$ cat config.mk
export PLATFORM = sky130hd
export DESIGN_NAME = alu_seq_flat
export DESIGN_NICKNAME = d
export VERILOG_FILES = /design/src/rtl/alu_seq_if.sv /design/src/rtl/alu_seq.sv /design/src/flat_wrapper.sv
export SDC_FILE = /design/constraint.sdc
export NUM_CORES = 1
export LEC_CHECK = 0
export ABC_CLOCK_PERIOD_IN_PS = 1300
export CAP_MARGIN = 20
export CORE_MARGIN = 1
export CORE_UTILIZATION = 25
export CTS_CLUSTER_SIZE = 10
export DETAILED_ROUTE_END_ITERATION = 8
export PLACE_DENSITY_LB_ADDON = 0.2
export SLEW_MARGIN = 15
export SYNTH_ARGS = -nofsm -noshare
export SYNTH_HDL_FRONTEND = slang
export SYNTH_SLANG_ARGS = --single-unit
$ cat constraint.sdc
create_clock -name clk -period 1.3 [get_ports clk]
set_input_delay 0.13 -clock clk [delete_from_list [all_inputs] [get_ports clk]]
set_output_delay 0.13 -clock clk [all_outputs]
set_load 0.005 [all_outputs]
$ cat src/rtl/alu_seq_if.sv
// Bundle of command, downstream-ALU and result signals for the sequenced ALU controller.
// The slave side is the controller; the master side is its environment.
interface alu_seq_if #(
  parameter int WIDTH = 16
);
  logic             cmd_valid;
  logic             cmd_ready;
  logic [2:0]       cmd_sel;
  logic [WIDTH-1:0] cmd_in1;
  logic [WIDTH-1:0] cmd_in2;
  logic             cmd_use_acc;

  logic [WIDTH-1:0] alu_in1;
  logic [WIDTH-1:0] alu_in2;
  logic [2:0]       alu_sel;
  logic [WIDTH-1:0] alu_out;

  logic             res_valid;
  logic             res_ready;
  logic [WIDTH-1:0] res_data;
  logic             res_err;
  logic [7:0]       op_cnt;

  modport slave (
    input  cmd_valid, cmd_sel, cmd_in1, cmd_in2, cmd_use_acc, alu_out, res_ready,
    output cmd_ready, alu_in1, alu_in2, alu_sel, res_valid, res_data, res_err, op_cnt
  );

  modport master (
    output cmd_valid, cmd_sel, cmd_in1, cmd_in2, cmd_use_acc, alu_out, res_ready,
    input  cmd_ready, alu_in1, alu_in2, alu_sel, res_valid, res_data, res_err, op_cnt
  );
endinterface

$ cat src/rtl/alu_seq.sv
// Sequences commands through an external combinational ALU: accept, issue, then hold
// the captured result until consumed. A running accumulator allows chained operations.
module alu_seq #(
  parameter int WIDTH = 16
) (
  input logic     clk,
  input logic     rst_n,
  alu_seq_if.slave bus
);

  typedef enum logic [1:0] {
    IDLE,
    ISSUE,
    RESP
  } state_e;

  state_e           state_q, state_d;
  logic [WIDTH-1:0] acc_q, acc_d;
  logic [WIDTH-1:0] op1_q, op1_d;
  logic [WIDTH-1:0] op2_q, op2_d;
  logic [2:0]       sel_q, sel_d;
  logic [WIDTH-1:0] resData_q, resData_d;
  logic             resErr_q, resErr_d;
  logic [7:0]       opCnt_q, opCnt_d;
  logic             selIllegal;

  assign selIllegal = (sel_q > 3'd4);

  always_ff @(posedge clk) begin
    if (!rst_n) begin
      state_q   <= IDLE;
      acc_q     <= '0;
      op1_q     <= '0;
      op2_q     <= '0;
      sel_q     <= '0;
      resData_q <= '0;
      resErr_q  <= 1'b0;
      opCnt_q   <= '0;
    end else begin
      state_q   <= state_d;
      acc_q     <= acc_d;
      op1_q     <= op1_d;
      op2_q     <= op2_d;
      sel_q     <= sel_d;
      resData_q <= resData_d;
      resErr_q  <= resErr_d;
      opCnt_q   <= opCnt_d;
    end
  end

  always_comb begin
    state_d   = state_q;
    acc_d     = acc_q;
    op1_d     = op1_q;
    op2_d     = op2_q;
    sel_d     = sel_q;
    resData_d = resData_q;
    resErr_d  = resErr_q;
    opCnt_d   = opCnt_q;
    case (state_q)
      IDLE: begin
        if (bus.cmd_valid) begin
          op1_d   = bus.cmd_use_acc ? acc_q : bus.cmd_in1;
          op2_d   = bus.cmd_in2;
          sel_d   = bus.cmd_sel;
          state_d = ISSUE;
        end
      end
      ISSUE: begin
        // Illegal opcodes still produce a flagged result but must not disturb a chain.
        resData_d = bus.alu_out;
        resErr_d  = selIllegal;
        if (!selIllegal) begin
          acc_d = bus.alu_out;
        end
        state_d = RESP;
      end
      RESP: begin
        if (bus.res_ready) begin
          opCnt_d = opCnt_q + 8'd1;
          state_d = IDLE;
        end
      end
      default: state_d = IDLE;
    endcase
  end

  // Handshake flags are forced low while reset is asserted, whatever the state.
  assign bus.cmd_ready = (state_q == IDLE) && rst_n;
  assign bus.res_valid = (state_q == RESP) && rst_n;
  assign bus.alu_in1   = op1_q;
  assign bus.alu_in2   = op2_q;
  assign bus.alu_sel   = sel_q;
  assign bus.res_data  = resData_q;
  assign bus.res_err   = resErr_q;
  assign bus.op_cnt    = opCnt_q;

endmodule

$ cat src/flat_wrapper.sv
// flat-port wrapper written by rule: the top's interface ports become plain ports
module alu_seq_flat 
#(
  parameter int WIDTH = 16
)
  (clk, rst_n, bus_cmd_valid, bus_cmd_sel, bus_cmd_in1, bus_cmd_in2, bus_cmd_use_acc, bus_alu_out, bus_res_ready, bus_cmd_ready, bus_alu_in1, bus_alu_in2, bus_alu_sel, bus_res_valid, bus_res_data, bus_res_err, bus_op_cnt);
  alu_seq_if #(.WIDTH(WIDTH)) bus_i ();
  input logic clk;
  input logic rst_n;
  input wire logic [$bits(bus_i.cmd_valid)-1:0] bus_cmd_valid;
  input wire logic [$bits(bus_i.cmd_sel)-1:0] bus_cmd_sel;
  input wire logic [$bits(bus_i.cmd_in1)-1:0] bus_cmd_in1;
  input wire logic [$bits(bus_i.cmd_in2)-1:0] bus_cmd_in2;
  input wire logic [$bits(bus_i.cmd_use_acc)-1:0] bus_cmd_use_acc;
  input wire logic [$bits(bus_i.alu_out)-1:0] bus_alu_out;
  input wire logic [$bits(bus_i.res_ready)-1:0] bus_res_ready;
  output wire logic [$bits(bus_i.cmd_ready)-1:0] bus_cmd_ready;
  output wire logic [$bits(bus_i.alu_in1)-1:0] bus_alu_in1;
  output wire logic [$bits(bus_i.alu_in2)-1:0] bus_alu_in2;
  output wire logic [$bits(bus_i.alu_sel)-1:0] bus_alu_sel;
  output wire logic [$bits(bus_i.res_valid)-1:0] bus_res_valid;
  output wire logic [$bits(bus_i.res_data)-1:0] bus_res_data;
  output wire logic [$bits(bus_i.res_err)-1:0] bus_res_err;
  output wire logic [$bits(bus_i.op_cnt)-1:0] bus_op_cnt;
  assign bus_i.cmd_valid = bus_cmd_valid;
  assign bus_i.cmd_sel = bus_cmd_sel;
  assign bus_i.cmd_in1 = bus_cmd_in1;
  assign bus_i.cmd_in2 = bus_cmd_in2;
  assign bus_i.cmd_use_acc = bus_cmd_use_acc;
  assign bus_i.alu_out = bus_alu_out;
  assign bus_i.res_ready = bus_res_ready;
  assign bus_cmd_ready = bus_i.cmd_ready;
  assign bus_alu_in1 = bus_i.alu_in1;
  assign bus_alu_in2 = bus_i.alu_in2;
  assign bus_alu_sel = bus_i.alu_sel;
  assign bus_res_valid = bus_i.res_valid;
  assign bus_res_data = bus_i.res_data;
  assign bus_res_err = bus_i.res_err;
  assign bus_op_cnt = bus_i.op_cnt;
  alu_seq #(.WIDTH(WIDTH)) u_core (.clk(clk), .rst_n(rst_n), .bus(bus_i));
endmodule
==> metrics list <==
* Floorplan core area: 11400 sq um
- The worst path uses 100% of the clock period.
- Initial DRT Pass Iterations: 4
- Fin Setup TNS: -0.000959 ns
* Post-synthesis mux area share: 5.82%
- Once the floorplan was initialized, standard cells occupied 25.6% of the core.
- The most critical setup path has its startpoint at u_core.state_q[0].
* Number of global-route vias before repair: 2380
- Yosys warns: 0
- For this design the static power due to leakage is 2.43 nW.
- Number of nets in the synthesized netlist: 375
- Average via count per standard cell: 4.43
- In this run the remaining antenna-violating nets after routing total 0.
- Count of mapped cells out of synthesis: 318
* Simple logic cell fraction of the synthesized area: 17.4%
- Dividing the detail-routed wire length by the instance count gives 13.9 um.
- Data arrives at the worst endpoint at 1.56 ns.
* Logic pwr share: 15.1%
- Net Sw Frac: 24.8%
* Post-detailed-routing wire length: 8430 um
- Power spent charging and discharging nets: 1.45 mW
- The layout has 1166 filler cells.
- STA classifies the critical path endpoint as a register.
* Cell-internal power: 4.40 mW
- Timing-limited maximum frequency: 769 MHz
- After detailed routing, the number of remaining DRC violations is 0.
- Summing all multi-input logic gate instances after layout gives 1320 sq um.
- The worst path in the final design needs a cycle of 1.30 ns, including I/O delays and setup.
- The routed layout has 2682 vias.
- Clock tree from TritonCTS: done
* Routability-driven placement congestion ratio: 0.729
* Finished Cell Area: 4930 sq um
* Height of the die: 110 um
* Power share of the sequential group: 44.5%
- Proportion of synthesized chip area in sequential cells: 53.4%
- Post-layout net count: 514
- Slew at the pin closest to its max-slew limit: 0.403 ns
- Buffers inserted during clock tree synthesis total 9.
- Worst setup slack after placement: -0.260 ns
- Main combinational cell family by area after synthesis: compound AO/OA/AOI/OAI gates
* Share of post-route cells with drive strength above 1: 19.9%
* Setup WS post-layout: -0.000959 ns
* Worst IR Drop VDD: 0.775 mV
- Power Density: 1190 nW/um^2
* Buffer type at the clock tree root: sky130_fd_sc_hd__clkbuf_16
- Count of maximum capacitance violations: 0
- Clock share of power: 40.4%
- Setup CP Type: register to register
- Final setup fails: 1
- In the final layout, flip-flops and latches occupy 1590 sq um.
- The path class of the tightest hold or removal check is primary input to register.
- Count of buffers inserted at the top-level ports: 117
- The number of antenna violations at the first check in global routing was 0.
- The worst setup path is launched from a register.
* Number of cell rows: 39
* Cell Count Post-Placement: 579
* Launching point of the worst reg2reg path: u_core.state_q[0]
* Startpoint of the worst hold path: bus_cmd_in2[14]
- Total routing resource utilization after global routing: 13.5%
* Compound-Gate Fraction of Synth Area: 18.0%
- Antenna diode instance count: 0
- Worst-Skew Late Latency: 0.32 ns
- In this run the number of H-tree levels came out at 3.
- From synthesis to final layout, the design area changed by 68.6%.
- Die area: 12100 sq um
* Max clock buf depth: 2
* Post-synthesis share of cell area spent on full adders, half adders and majority gates: 0.428%
- Number of pins with negative max-slew slack in the final report: 0
* CTS clk-pin slew, worst paths: 0.07 ns
* Average size of a mapped cell: 9.20 sq um
* R2r setup slk: -0.001 ns
- Synthesized flop and latch total: 78
- Hold is met by 0.346 ns.
- Number of distinct standard cells referenced by the synthesized netlist: 37
- The first global-routing pass estimated 12300 um of wire.
- Worst-path fanout max: 5
- In this run the cell area of the synthesized design comes to 2920 sq um.
- The HPWL after detailed placement is 5880 um.
- Post-synthesis share of cell area spent on xor and xnor gates: 0.599%
- Tightest slew margin relative to the limit: 73.1%
- Core Util, Final: 43.2%
- Number of clock sinks: 78
* Top-Level Pins: 118
- Entering global routing, the biggest net connects 36 pins.
* Run status: complete, but fails checks
- Max Clock Skew: 0.0100 ns
* Horizontal extent of the die: 110 um
* Required time at the worst-slack endpoint: 1.56 ns
* Count of routing violations after the opening detailed-route iteration: 127
- Final hold violation count: 0
- Cell Area, Placed: 4390 sq um
- Setup repair after global routing could not meet its margin everywhere.
- Leftover overflow at the end of global routing: 0
- Power comes to 5.85 mW.
- The checks that failed: negative setup slack.
- Excluding fillers, the count of instances in the completed layout stands at 605.
-- power by group through the flow --
| stage | Combinational, mW | Sequential [mW] | Clock (mW) |
|---|---|---|---|
| 6_report | 0.884 | 2.60 | 2.36 |
| 5_1_grt | 0.969 | 2.62 | 2.55 |
| 4_1_cts | 0.873 | 2.60 | 2.44 |
| 3_5_place_dp | 0.871 | 2.66 | 0 |
| 3_3_place_gp | 0.864 | 2.65 | 0 |
| 2_1_floorplan | 0.342 | 2.66 | 0 |
-- Yosys cell counts, drive strengths merged --
library cell | number | area [sq um]
dfxtp | 78 | 1560
nand2 | 74 | 278
a21oi | 41 | 205
nor2 | 19 | 71.3
mux2i | 17 | 170
a211oi | 16 | 120
a22o | 15 | 131
buf | 15 | 88.8
clkbuf | 9 | 35.0
o21ai | 3 | 15.0
and3 | 2 | 12.5
nand2b | 2 | 12.5
nand4b | 2 | 32.5
nor3b | 2 | 20.0
o21a | 2 | 15.0
o31ai | 2 | 15.0
or3 | 2 | 12.5
or3b | 2 | 17.5
or4 | 2 | 15.0
xor2 | 2 | 17.5
a21boi | 1 | 7.51
and2 | 1 | 6.26
ha | 1 | 12.5
inv | 1 | 3.75
nand3 | 1 | 5.00
nand3b | 1 | 7.51
nand4 | 1 | 6.26
nor2b | 1 | 6.26
nor3 | 1 | 5.00
o311ai | 1 | 8.76
o41ai | 1 | 8.76
-- worst max-delay path, stage by stage, from the launching register on --
cell                       delay (ns)
sky130_fd_sc_hd__dfxtp_2         0.34
sky130_fd_sc_hd__buf_6           0.12
sky130_fd_sc_hd__nand4b_4        0.18
sky130_fd_sc_hd__buf_6           0.15
sky130_fd_sc_hd__or3_4           0.33
sky130_fd_sc_hd__a21oi_2         0.13
-- flip-flops by register name, summed over array words and instances (netlist names) --
name and flops:
u_core.acc_q 16, u_core.bus.alu_in1 16, u_core.bus.alu_in2 16, u_core.bus.res_data 16, u_core.bus.op_cnt 8, u_core.bus.alu_sel 3, u_core.state_q 2, u_core.bus.res_err 1
-- worst paths after layout --
kind,end,cells after the start
worst max-delay path,u_core.bus.op_cnt[4],5
worst min-delay path,u_core.bus.alu_in2[14],3
worst max register to register,u_core.bus.op_cnt[4],5
worst min register to register,u_core.bus.alu_in2[12],2
-- layer usage --
metal / routed length [um] / GRT usage (%) / up-vias
met5: 0 / 0 / -
met4: 119 / 4.79 / 0
met3: 500 / 3.00 / 11
met2: 3970 / 21.5 / 69
met1: 3840 / 17.8 / 1217
li1: - / - / 1385
-- cell type report --
class	count	share of cell area, %
timing repair buffer	152	31.5
tap	143	3.63
clock inverter	6	0.939
multi-input combinational	215	26.8
sequential	78	32.2
clock buffer	10	4.85
inverter	1	0.0761
-- cell families after synthesis --
family	after synthesis
and+or+nand+nor	113
AOI/OAI and AO/OA	82
DFF	78
buffers and inverters	25
muxes	17
xor gates and xnor gates	2
adders and majority gates	1
-- cells in the final DEF (no fill, tap or decap), drive strengths merged --
cell	netlist	final
dfxtp	78	78
nand2	74	74
clkdlybuf4s50	0	55
a21oi	41	41
dlygate4sd2	0	37
buf	15	35
dlymetal6s2s	0	23
nor2	19	19
mux2i	17	17
a211oi	16	16
a22o	15	15
clkbuf	9	12
o21ai	3	3
clkinv	0	3
o31ai	2	2
or4	2	2
xor2	2	2
nand2b	2	2
o21a	2	2
clkinvlp	0	2
inv	1	2
nor3b	2	2
or3b	2	2
and3	2	2
nand4b	2	2
or3	2	2
nor3	1	1
nor2b	1	1
and2	1	1
nand3b	1	1
nand4	1	1
nand3	1	1
o311ai	1	1
o41ai	1	1
a21boi	1	1
ha	1	1
-- repair_timing --
item | in CTS | in global routing
pin swaps | 10 | 19
setup endpoints to repair | 99 | 80
hold buffers | 0 | 0
gates cloned | 1 | 1
buffers inserted | 5 | 4
gates resized for setup | 70 | 48
Power figures use the tool's default switching activity.
